--- config.mk ---
export PLATFORM = sky130hd
export DESIGN_NAME = mem_arbiter
export DESIGN_NICKNAME = d
export VERILOG_FILES = /design/src/rtl/arb_defs.sv /design/src/rtl/wait_counter.sv /design/src/rtl/mem_arbiter.sv
export SDC_FILE = /design/constraint.sdc
export NUM_CORES = 1
export LEC_CHECK = 0
export ABC_CLOCK_PERIOD_IN_PS = 4100
export CORE_MARGIN = 1.5
export CORE_UTILIZATION = 40
export CTS_CLUSTER_SIZE = 25
export DETAILED_ROUTE_END_ITERATION = 10
export HOLD_SLACK_MARGIN = 0.08
export MAX_ROUTING_LAYER = met4
export PLACE_DENSITY = 0.79
export SETUP_SLACK_MARGIN = 0.05
export SKIP_CTS_REPAIR_TIMING = 1
export SYNTH_ARGS = -nofsm -noshare
export SYNTH_HDL_FRONTEND = slang
export SYNTH_SLANG_ARGS = --single-unit
--- constraint.sdc ---
create_clock -name clk -period 4.1 [get_ports clk]
set_clock_uncertainty 0.05 [all_clocks]
set_input_delay 0.615 -clock clk [delete_from_list [all_inputs] [get_ports clk]]
set_output_delay 0.615 -clock clk [all_outputs]
set_load 0.02 [all_outputs]
--- src/rtl/arb_defs.sv ---
// Shared definitions for the memory arbiter.
// Holds the FSM state encoding, the default abort timeout and the wait counter
// width. It also provides a helper that maps a timeout value onto the counter's
// terminal value.
package arb_defs;

  typedef enum logic [1:0] {
    StIdle = 2'd0,
    StData = 2'd1,
    StInst = 2'd2
  } arb_state_e;

  // Longest wait for mem_ack before an access is aborted.
  localparam int unsigned DefaultTimeout = 255;

  // Wide enough for any timeout in 1..255.
  localparam int unsigned CntW = 8;

  // The counter value at which the next ack-less cycle hits the limit.
  function automatic logic [CntW-1:0] cnt_last(input int unsigned limit);
    return CntW'(limit - 1);
  endfunction

endpackage

--- src/rtl/wait_counter.sv ---
// Wait-cycle counter for one outstanding memory access.
// Ports:
//   clk   - rising-edge clock
//   rst   - synchronous active-high reset, clears the count
//   clr_i - clear the count (a new grant)
//   en_i  - count this cycle (busy and no ack)
//   tc_o  - terminal count: this counted cycle reaches Limit
module wait_counter
  import arb_defs::*;
#(
  parameter int unsigned Limit = DefaultTimeout
) (
  input  logic clk,
  input  logic rst,
  input  logic clr_i,
  input  logic en_i,
  output logic tc_o
);

  localparam logic [CntW-1:0] Last = cnt_last(Limit);

  logic [CntW-1:0] count_q, count_d;

  always_comb begin
    count_d = count_q;
    if (clr_i) begin
      count_d = '0;
    end else if (en_i) begin
      count_d = count_q + CntW'(1);
    end
  end

  always_ff @(posedge clk) begin
    if (rst) begin
      count_q <= '0;
    end else begin
      count_q <= count_d;
    end
  end

  // The count becomes Limit on this edge, so the access is aborted now.
  assign tc_o = en_i & (count_q == Last);

endmodule

--- src/rtl/mem_arbiter.sv ---
// Arbitrates a fetch port and a data port onto a single shared memory port.
// Ports:
//   clk, rst                - clock and synchronous active-high reset
//   inst_req/addr           - fetch request level and word address
//   inst_rdata/ready        - fetched word and its one-cycle completion pulse
//   data_req/wr/addr/wdata/wen - MEM-stage request and command
//   data_rdata/ready        - load data and its one-cycle completion pulse
//   bus_err                 - pulses with a ready when that access timed out
//   mem_req/wr/addr/wdata/wen - registered shared-port command
//   mem_ack/rdata           - shared-port accept strobe and read data
//   stall                   - combinational pipeline stall
module mem_arbiter
  import arb_defs::*;
#(
  parameter int unsigned TIMEOUT = DefaultTimeout,
  parameter int unsigned ADDR_W  = 32
) (
  input  logic              clk,
  input  logic              rst,
  input  logic              inst_req,
  input  logic [ADDR_W-1:0] inst_addr,
  output logic [31:0]       inst_rdata,
  output logic              inst_ready,
  input  logic              data_req,
  input  logic              data_wr,
  input  logic [ADDR_W-1:0] data_addr,
  input  logic [31:0]       data_wdata,
  input  logic [3:0]        data_wen,
  output logic [31:0]       data_rdata,
  output logic              data_ready,
  output logic              bus_err,
  output logic              mem_req,
  output logic              mem_wr,
  output logic [ADDR_W-1:0] mem_addr,
  output logic [31:0]       mem_wdata,
  output logic [3:0]        mem_wen,
  input  logic              mem_ack,
  input  logic [31:0]       mem_rdata,
  output logic              stall
);

  arb_state_e state_q, state_d;

  logic              mem_req_q, mem_req_d;
  logic              mem_wr_q, mem_wr_d;
  logic [ADDR_W-1:0] mem_addr_q, mem_addr_d;
  logic [31:0]       mem_wdata_q, mem_wdata_d;
  logic [3:0]        mem_wen_q, mem_wen_d;
  logic              inst_ready_q, inst_ready_d;
  logic              data_ready_q, data_ready_d;
  logic              bus_err_q, bus_err_d;
  logic [31:0]       inst_rdata_q, inst_rdata_d;
  logic [31:0]       data_rdata_q, data_rdata_d;

  logic cnt_clr, cnt_en, cnt_tc;
  logic data_elig, inst_elig;

  // A requester whose ready pulses this cycle is completing, not requesting.
  assign data_elig = data_req & ~data_ready_q;
  assign inst_elig = inst_req & ~inst_ready_q;

  wait_counter #(
    .Limit (TIMEOUT)
  ) u_wait_counter (
    .clk   (clk),
    .rst   (rst),
    .clr_i (cnt_clr),
    .en_i  (cnt_en),
    .tc_o  (cnt_tc)
  );

  always_comb begin
    state_d      = state_q;
    mem_req_d    = mem_req_q;
    mem_wr_d     = mem_wr_q;
    mem_addr_d   = mem_addr_q;
    mem_wdata_d  = mem_wdata_q;
    mem_wen_d    = mem_wen_q;
    inst_ready_d = 1'b0;
    data_ready_d = 1'b0;
    bus_err_d    = 1'b0;
    inst_rdata_d = inst_rdata_q;
    data_rdata_d = data_rdata_q;
    cnt_clr      = 1'b0;
    cnt_en       = 1'b0;

    unique case (state_q)
      StIdle: begin
        // mem_ack is ignored here: nothing is outstanding.
        if (data_elig) begin
          state_d     = StData;
          mem_req_d   = 1'b1;
          mem_wr_d    = data_wr;
          mem_addr_d  = data_addr;
          mem_wdata_d = data_wdata;
          mem_wen_d   = data_wen;
          cnt_clr     = 1'b1;
        end else if (inst_elig) begin
          state_d     = StInst;
          mem_req_d   = 1'b1;
          mem_wr_d    = 1'b0;
          mem_addr_d  = inst_addr;
          mem_wdata_d = '0;
          mem_wen_d   = '0;
          cnt_clr     = 1'b1;
        end
      end

      StData: begin
        if (mem_ack) begin
          state_d      = StIdle;
          mem_req_d    = 1'b0;
          data_ready_d = 1'b1;
          if (!mem_wr_q) begin
            data_rdata_d = mem_rdata;
          end
        end else begin
          cnt_en = 1'b1;
          if (cnt_tc) begin
            state_d      = StIdle;
            mem_req_d    = 1'b0;
            data_ready_d = 1'b1;
            bus_err_d    = 1'b1;
            data_rdata_d = '0;
          end
        end
      end

      StInst: begin
        if (mem_ack) begin
          state_d      = StIdle;
          mem_req_d    = 1'b0;
          inst_ready_d = 1'b1;
          inst_rdata_d = mem_rdata;
        end else begin
          cnt_en = 1'b1;
          if (cnt_tc) begin
            state_d      = StIdle;
            mem_req_d    = 1'b0;
            inst_ready_d = 1'b1;
            bus_err_d    = 1'b1;
            inst_rdata_d = '0;
          end
        end
      end

      default: begin
        state_d   = StIdle;
        mem_req_d = 1'b0;
      end
    endcase
  end

  always_ff @(posedge clk) begin
    if (rst) begin
      state_q      <= StIdle;
      mem_req_q    <= 1'b0;
      mem_wr_q     <= 1'b0;
      mem_addr_q   <= '0;
      mem_wdata_q  <= '0;
      mem_wen_q    <= '0;
      inst_ready_q <= 1'b0;
      data_ready_q <= 1'b0;
      bus_err_q    <= 1'b0;
      inst_rdata_q <= '0;
      data_rdata_q <= '0;
    end else begin
      state_q      <= state_d;
      mem_req_q    <= mem_req_d;
      mem_wr_q     <= mem_wr_d;
      mem_addr_q   <= mem_addr_d;
      mem_wdata_q  <= mem_wdata_d;
      mem_wen_q    <= mem_wen_d;
      inst_ready_q <= inst_ready_d;
      data_ready_q <= data_ready_d;
      bus_err_q    <= bus_err_d;
      inst_rdata_q <= inst_rdata_d;
      data_rdata_q <= data_rdata_d;
    end
  end

  assign mem_req    = mem_req_q;
  assign mem_wr     = mem_wr_q;
  assign mem_addr   = mem_addr_q;
  assign mem_wdata  = mem_wdata_q;
  assign mem_wen    = mem_wen_q;
  assign inst_ready = inst_ready_q;
  assign data_ready = data_ready_q;
  assign bus_err    = bus_err_q;
  assign inst_rdata = inst_rdata_q;
  assign data_rdata = data_rdata_q;

  assign stall = (inst_req & ~inst_ready_q) | (data_req & ~data_ready_q);

endmodule

==> impl_metrics.ini, run 1 <==
[status]
status = complete, no violations

[global_route]
grt_pass1_wl_um = 25300
grt-busiest-layer = met2
met2_usage_pct = 39.6
grtUsageTotal_pct = 22.9
grt_max_degree = 70
grt_pass1_vias = 5002
antenna_found_initial = 0
met3_usage_pct = 6.32
grt_overflow_total = 0
met1_usage_pct = 25.7

[clock_tree]
clkSlewWorstSetupHoldPaths_ns = 0.06
ctsHtreeMaxLevel = 4
cts.sinks = 147
clock_latency_ns = 0.41
cts_buffers = 17
cts_tree = built
root_buffer = clkbuf_16
clk_path_buf_depth = 2

[layout]
final_common_cell = clkdlybuf4s50_1
antenna_cells = 0
layout-drive-gt1-share_pct = 6.59
fin_nets = 919
most-common-layout-cells = 274 x clkdlybuf4s50_1, 147 x dfxtp_1, 69 x a22o_1
area_growth_pct = 61.2

[worst_setup_path]
cp_slowest_cell = clkdlybuf4s50_1
critPathMaxStageDelay_ns = 0.63
required_ns = 3.43
endpoint_kind = primary output
startpoint = inst_req
cp.arrival_ns = 1.94
path_class = primary input to primary output
path_cells = clkdlybuf4s50_1, nand2b_1, nand2_1, clkdlybuf4s50_1
crit_top_cell = clkdlybuf4s50_1
regToRegStartpoint = state_q[0]
cp-start-kind = primary input
crit_fanout = 3

[route]
drt_iter0_drc = 317
drc = 0
first_pass_iters = 5
via_count = 5047
routed_wl_um = 16400
antenna_left = 0
viasPerCell = 5.23
wl_per_cell_um = 17.0

[synthesis]
avgSynthCellArea_um2 = 10.6
synth-main-ff-cell = dfxtp_1
yosysUniqueCellTypes = 36
yosysWarnings = 0
syn_area_mm2 = 0.00551
synth_seq_area_share_pct = 53.4
syn_nets = 663
async_flop_share_pct = 0
synth-seq-cells = 147
synth_area_leader_cell = dfxtp_1
synth_top_area_share_pct = 53.4
synth_edf_count = 0
synth_cells = 520
yosys-top-cells-area = dfxtp_1 53%, a22o_1 11%, mux2i_1 5.8%, a311oi_1 5.1%, a211oi_1 4.6%

[sta]
slew_viol_final = 0
fin_crit_sh_pct = 63.5
max_slew_margin_pct = 29.7
period_needed_ns = 2.60
tightest_slew_ns = 1.05
fmax_mhz = 384
rsz0062_at_grt = no
finalSetupViolCount = 0
hold_viol = 0
holdWs_ns = 0.423
tns_ns = 0

[power]
p_leak_uw = 0.00329
ir_worst_vdd_v = 0.000274
p_per_area_mw_per_mm2 = 453

[worst_hold_path]
hp-start = data_rdata[2]
worstHoldPathType = flop to flop

[place]
place_hpwl_um = 11600
portBuffers = 275
gp_congestion = 0.795

[floorplanning]
core-area_mm2 = 0.0133
die_h_um = 120
placementRows = 42
die-area_mm2 = 0.0145
io_pins = 276
die_x_um = 120
initial_core_util_pct = 41.3

[job]
maxCapViolCount = 0
[metrics by stage]
step                      utilization, %  cells  worst slack, ns  power (uW)  instance area [um2]
after floorplan                        -    520             2.33        2130                 5510
after global placement              62.2    933             1.41        2550                 8300
after detailed placement            62.2    933             1.31        2570                 8300
after CTS                           66.5    965             1.50        4060                 8880
after global routing                66.5    965             1.38        4190                 8880
final                               66.5    965             1.50        4020                 8880
[final timing paths]
check                   endpoint  slack (ns)  depth (start not counted)
setup / recovery           stall        1.50                          4
hold / removal     data_rdata[2]        0.42                          1
setup reg to reg  inst_rdata[10]        1.64                          6
hold reg to reg    data_rdata[2]        0.42                          1
[synth_stat cells, types with 2 or more instances]
| cell type | number |
|---|---|
| a211oi_1 | 34 |
| a21oi_1 | 33 |
| a22o_1 | 69 |
| a311oi_1 | 32 |
| and2_1 | 2 |
| buf_2 | 26 |
| buf_6 | 6 |
| clkbuf_1 | 14 |
| dfxtp_1 | 147 |
| ha_1 | 5 |
| inv_1 | 7 |
| mux2i_1 | 32 |
| nand2_1 | 36 |
| nand2b_1 | 3 |
| nand3_1 | 2 |
| nand4_1 | 2 |
| nor2_1 | 43 |
| nor2b_1 | 2 |
| nor3_1 | 2 |
| o21ai_1 | 2 |
| xnor2_1 | 4 |
| xor2_1 | 3 |
[metal layers]
| layer | part of all wire (%) | vias to the layer above |
|---|---|---|
| met5 | 0 | - |
| met4 | 0.88 | 0 |
| met3 | 8.1 | 13 |
| met2 | 51 | 221 |
| met1 | 40 | 2361 |
| li1 | - | 2452 |
[worst max-delay path: cells and delay by family]
kind,cells,cell delay (ns)
buffers and inverters,2,1.08
and+or+nand+nor,2,0.25
[power by group]
group / switching (uW) / internal [uW]
registers: 70.6 / 1560
logic: 469 / 449
clock network: 587 / 887
[flip-flops by register name, summed over array words and instances, names as in the netlist]
register and count:
bus_err 1, data_rdata 32, data_ready 1, inst_rdata 32, inst_ready 1, mem_addr 32, mem_req 1, mem_wdata 32
mem_wen 4, mem_wr 1, state_q 2, u_wait_counter.count_q 8
[logic make-up (layout without fill, tap and decap cells)]
logic type,after synthesis,after routing,synth area share (%)
AO/OA/AOI/OAI,175,175,25.0
flip-flops,147,147,53.4
AND/OR/NAND/NOR,100,100,8.34
buffers and inverters,54,323,5.16
multiplexers,32,32,5.82
XOR/XNOR,7,7,1.11
adder cells (fa/ha/maj),5,5,1.14
[layout make-up]
cell class,instances,area (um2)
clock buffer,22,474
clock inverter,10,100
fill,1009,4470
inverter,7,26.3
multi-input combinational,319,2300
sequential,147,2940
tap,176,220
timing repair buffer,284,2820
Note: power is estimated with default switching activity, not from simulation.
==> inputs of run 2 (changes only) <==
--- a/config.mk
+++ b/config.mk
@@ -5,7 +5,7 @@
 export SDC_FILE = /design/constraint.sdc
 export NUM_CORES = 1
 export LEC_CHECK = 0
-export ABC_CLOCK_PERIOD_IN_PS = 4100
+export ABC_CLOCK_PERIOD_IN_PS = 2600
 export CORE_MARGIN = 1.5
 export CORE_UTILIZATION = 40
 export CTS_CLUSTER_SIZE = 25
==> constraint.sdc (replaced) <==
create_clock -name clk -period 2.6 [get_ports clk]
set_clock_uncertainty 0.05 [all_clocks]
set_input_delay 0.39 -clock clk [delete_from_list [all_inputs] [get_ports clk]]
set_output_delay 0.39 -clock clk [all_outputs]
set_load 0.02 [all_outputs]
==> impl_metrics.ini, run 2 (synthesis gave the netlist of run 1 again) <==
[clock_tree]
clk_path_buf_depth = 2
clkSlewWorstSetupHoldPaths_ns = 0.06
cts_buffers = 17
cts_tree = built
ctsHtreeMaxLevel = 4
clock_latency_ns = 0.42
cts.sinks = 147
root_buffer = clkbuf_16

[worst_setup_path]
cp-start-kind = flop
required_ns = 2.81
endpoint_kind = flop
startpoint = state_q[0]
cp.arrival_ns = 2.62
crit_fanout = 25
regToRegStartpoint = state_q[0]
path_class = flop to flop
reg2reg_depth = 6

[floorplanning]
die_x_um = 120
die-area_mm2 = 0.0145
io_pins = 276
placementRows = 42
die_h_um = 120
initial_core_util_pct = 41.3
core-area_mm2 = 0.0133

[sta]
tightest_slew_ns = 1.03
period_needed_ns = 2.41
finalSetupViolCount = 0
rsz0062_at_grt = no
tns_ns = 0
max_slew_margin_pct = 31.2
hold_viol = 0
slew_viol_final = 0
fmax_mhz = 414
fin_crit_sh_pct = 92.8
fin_ws_ns = 0.186

[layout]
stdcell_area_mm2 = 0.00891
fin_nets = 921
layout-drive-gt1-share_pct = 6.83
area_growth_pct = 61.8
utilization_pct = 66.7
most-common-layout-cells = 274 x clkdlybuf4s50_1, 147 x dfxtp_1, 69 x a22o_1
final_common_cell = clkdlybuf4s50_1
antenna_cells = 0

[power]
power_frac_comb_pct = 23.1
power_switching_uw = 1790
p_leak_uw = 0.00330
internal_power_uw = 4550
ir_worst_vdd_v = 0.000444
clkPwrFrac_pct = 36.4
p_per_area_mw_per_mm2 = 711
power.share.switching_pct = 28.2
sequentialPowerShare_pct = 40.5

[place]
gp_congestion = 0.777
dp_slack_ns = 0.220
placed_area_mm2 = 0.00834
portBuffers = 275
place_hpwl_um = 11500

[route]
drt_iter0_drc = 315
first_pass_iters = 4
top_layer = met4
viasPerCell = 5.26
wl_met2_um = 8210
wl_met3_um = 1170
via_count = 5086
drc = 0
wl_per_cell_um = 17.0
wl_met1_um = 6670
routed_wl_um = 16500
antenna_left = 0

[job]
maxCapViolCount = 0

[worst_hold_path]
holdPathStages = 2
worstHoldPathType = primary input to flop
hp-start = rst

[status]
status = complete, no violations

[global_route]
grt_max_degree = 65
grtUsageTotal_pct = 23.2
grt_overflow_total = 0
grt_pass1_wl_um = 25500
antenna_found_initial = 0
grt_pass1_vias = 5004
[run 2: cell count changes in the layout (fill, tap and decap cells not counted), sizes merged]
cell,before,now
clkinvlp,4,5
clkbuf,22,21
buf,10,12
[run 2: power by group through the flow]
stage / logic, uW / registers, uW / clock network [uW]
floorplan: 523 / 2830 / 0
global placement: 1430 / 2600 / 0
detailed placement: 1460 / 2610 / 0
CTS: 1470 / 2560 / 2340
global route: 1560 / 2590 / 2450
finish: 1460 / 2560 / 2300
[run 2: path summary, 6_finish.rpt]
path | to | slack (ns)
hold / removal | mem_req | 0.24
setup / recovery | inst_rdata[17] | 0.19
setup reg to reg | inst_rdata[17] | 0.19
hold reg to reg | data_rdata[25] | 0.42
[run 2: routing by layer]
layer  track usage [%]  vias up
li1                  -     2461
met1              25.8     2341
met2              38.9      247
met3              6.32       37
met4              10.4        0
met5                 -        -
[run 2: area by class of cell]
class | instances | area [um2]
Timing Repair Buffer | 286 | 2860
Clock buffer | 21 | 460
Sequential cell | 147 | 2940
Inverter | 7 | 26.3
Fill cell | 1037 | 4440
Tap cell | 176 | 220
Clock inverter | 11 | 104
Multi-Input combinational cell | 319 | 2300
[run 2: worst max-delay path, cell delays in order, from the launching register on]
cell and delay [ns]:
dfxtp_1 0.37, inv_1 0.08, ha_1 0.33, inv_1 0.11, o31ai_4 0.88, buf_4 0.31, a311oi_1 0.11
[run 2: metrics by stage]
| step | std cells | total power, uW | hold WS [ns] |
|---|---|---|---|
| 2_1_floorplan | 520 | 3360 | 0.434 |
| 3_5_place_dp | 935 | 4070 | 0.405 |
| 4_1_cts | 967 | 6380 | 0.226 |
| 3_3_place_gp | 935 | 4030 | 0.406 |
| 5_1_grt | 967 | 6600 | 0.258 |
| 6_report | 967 | 6330 | 0.243 |
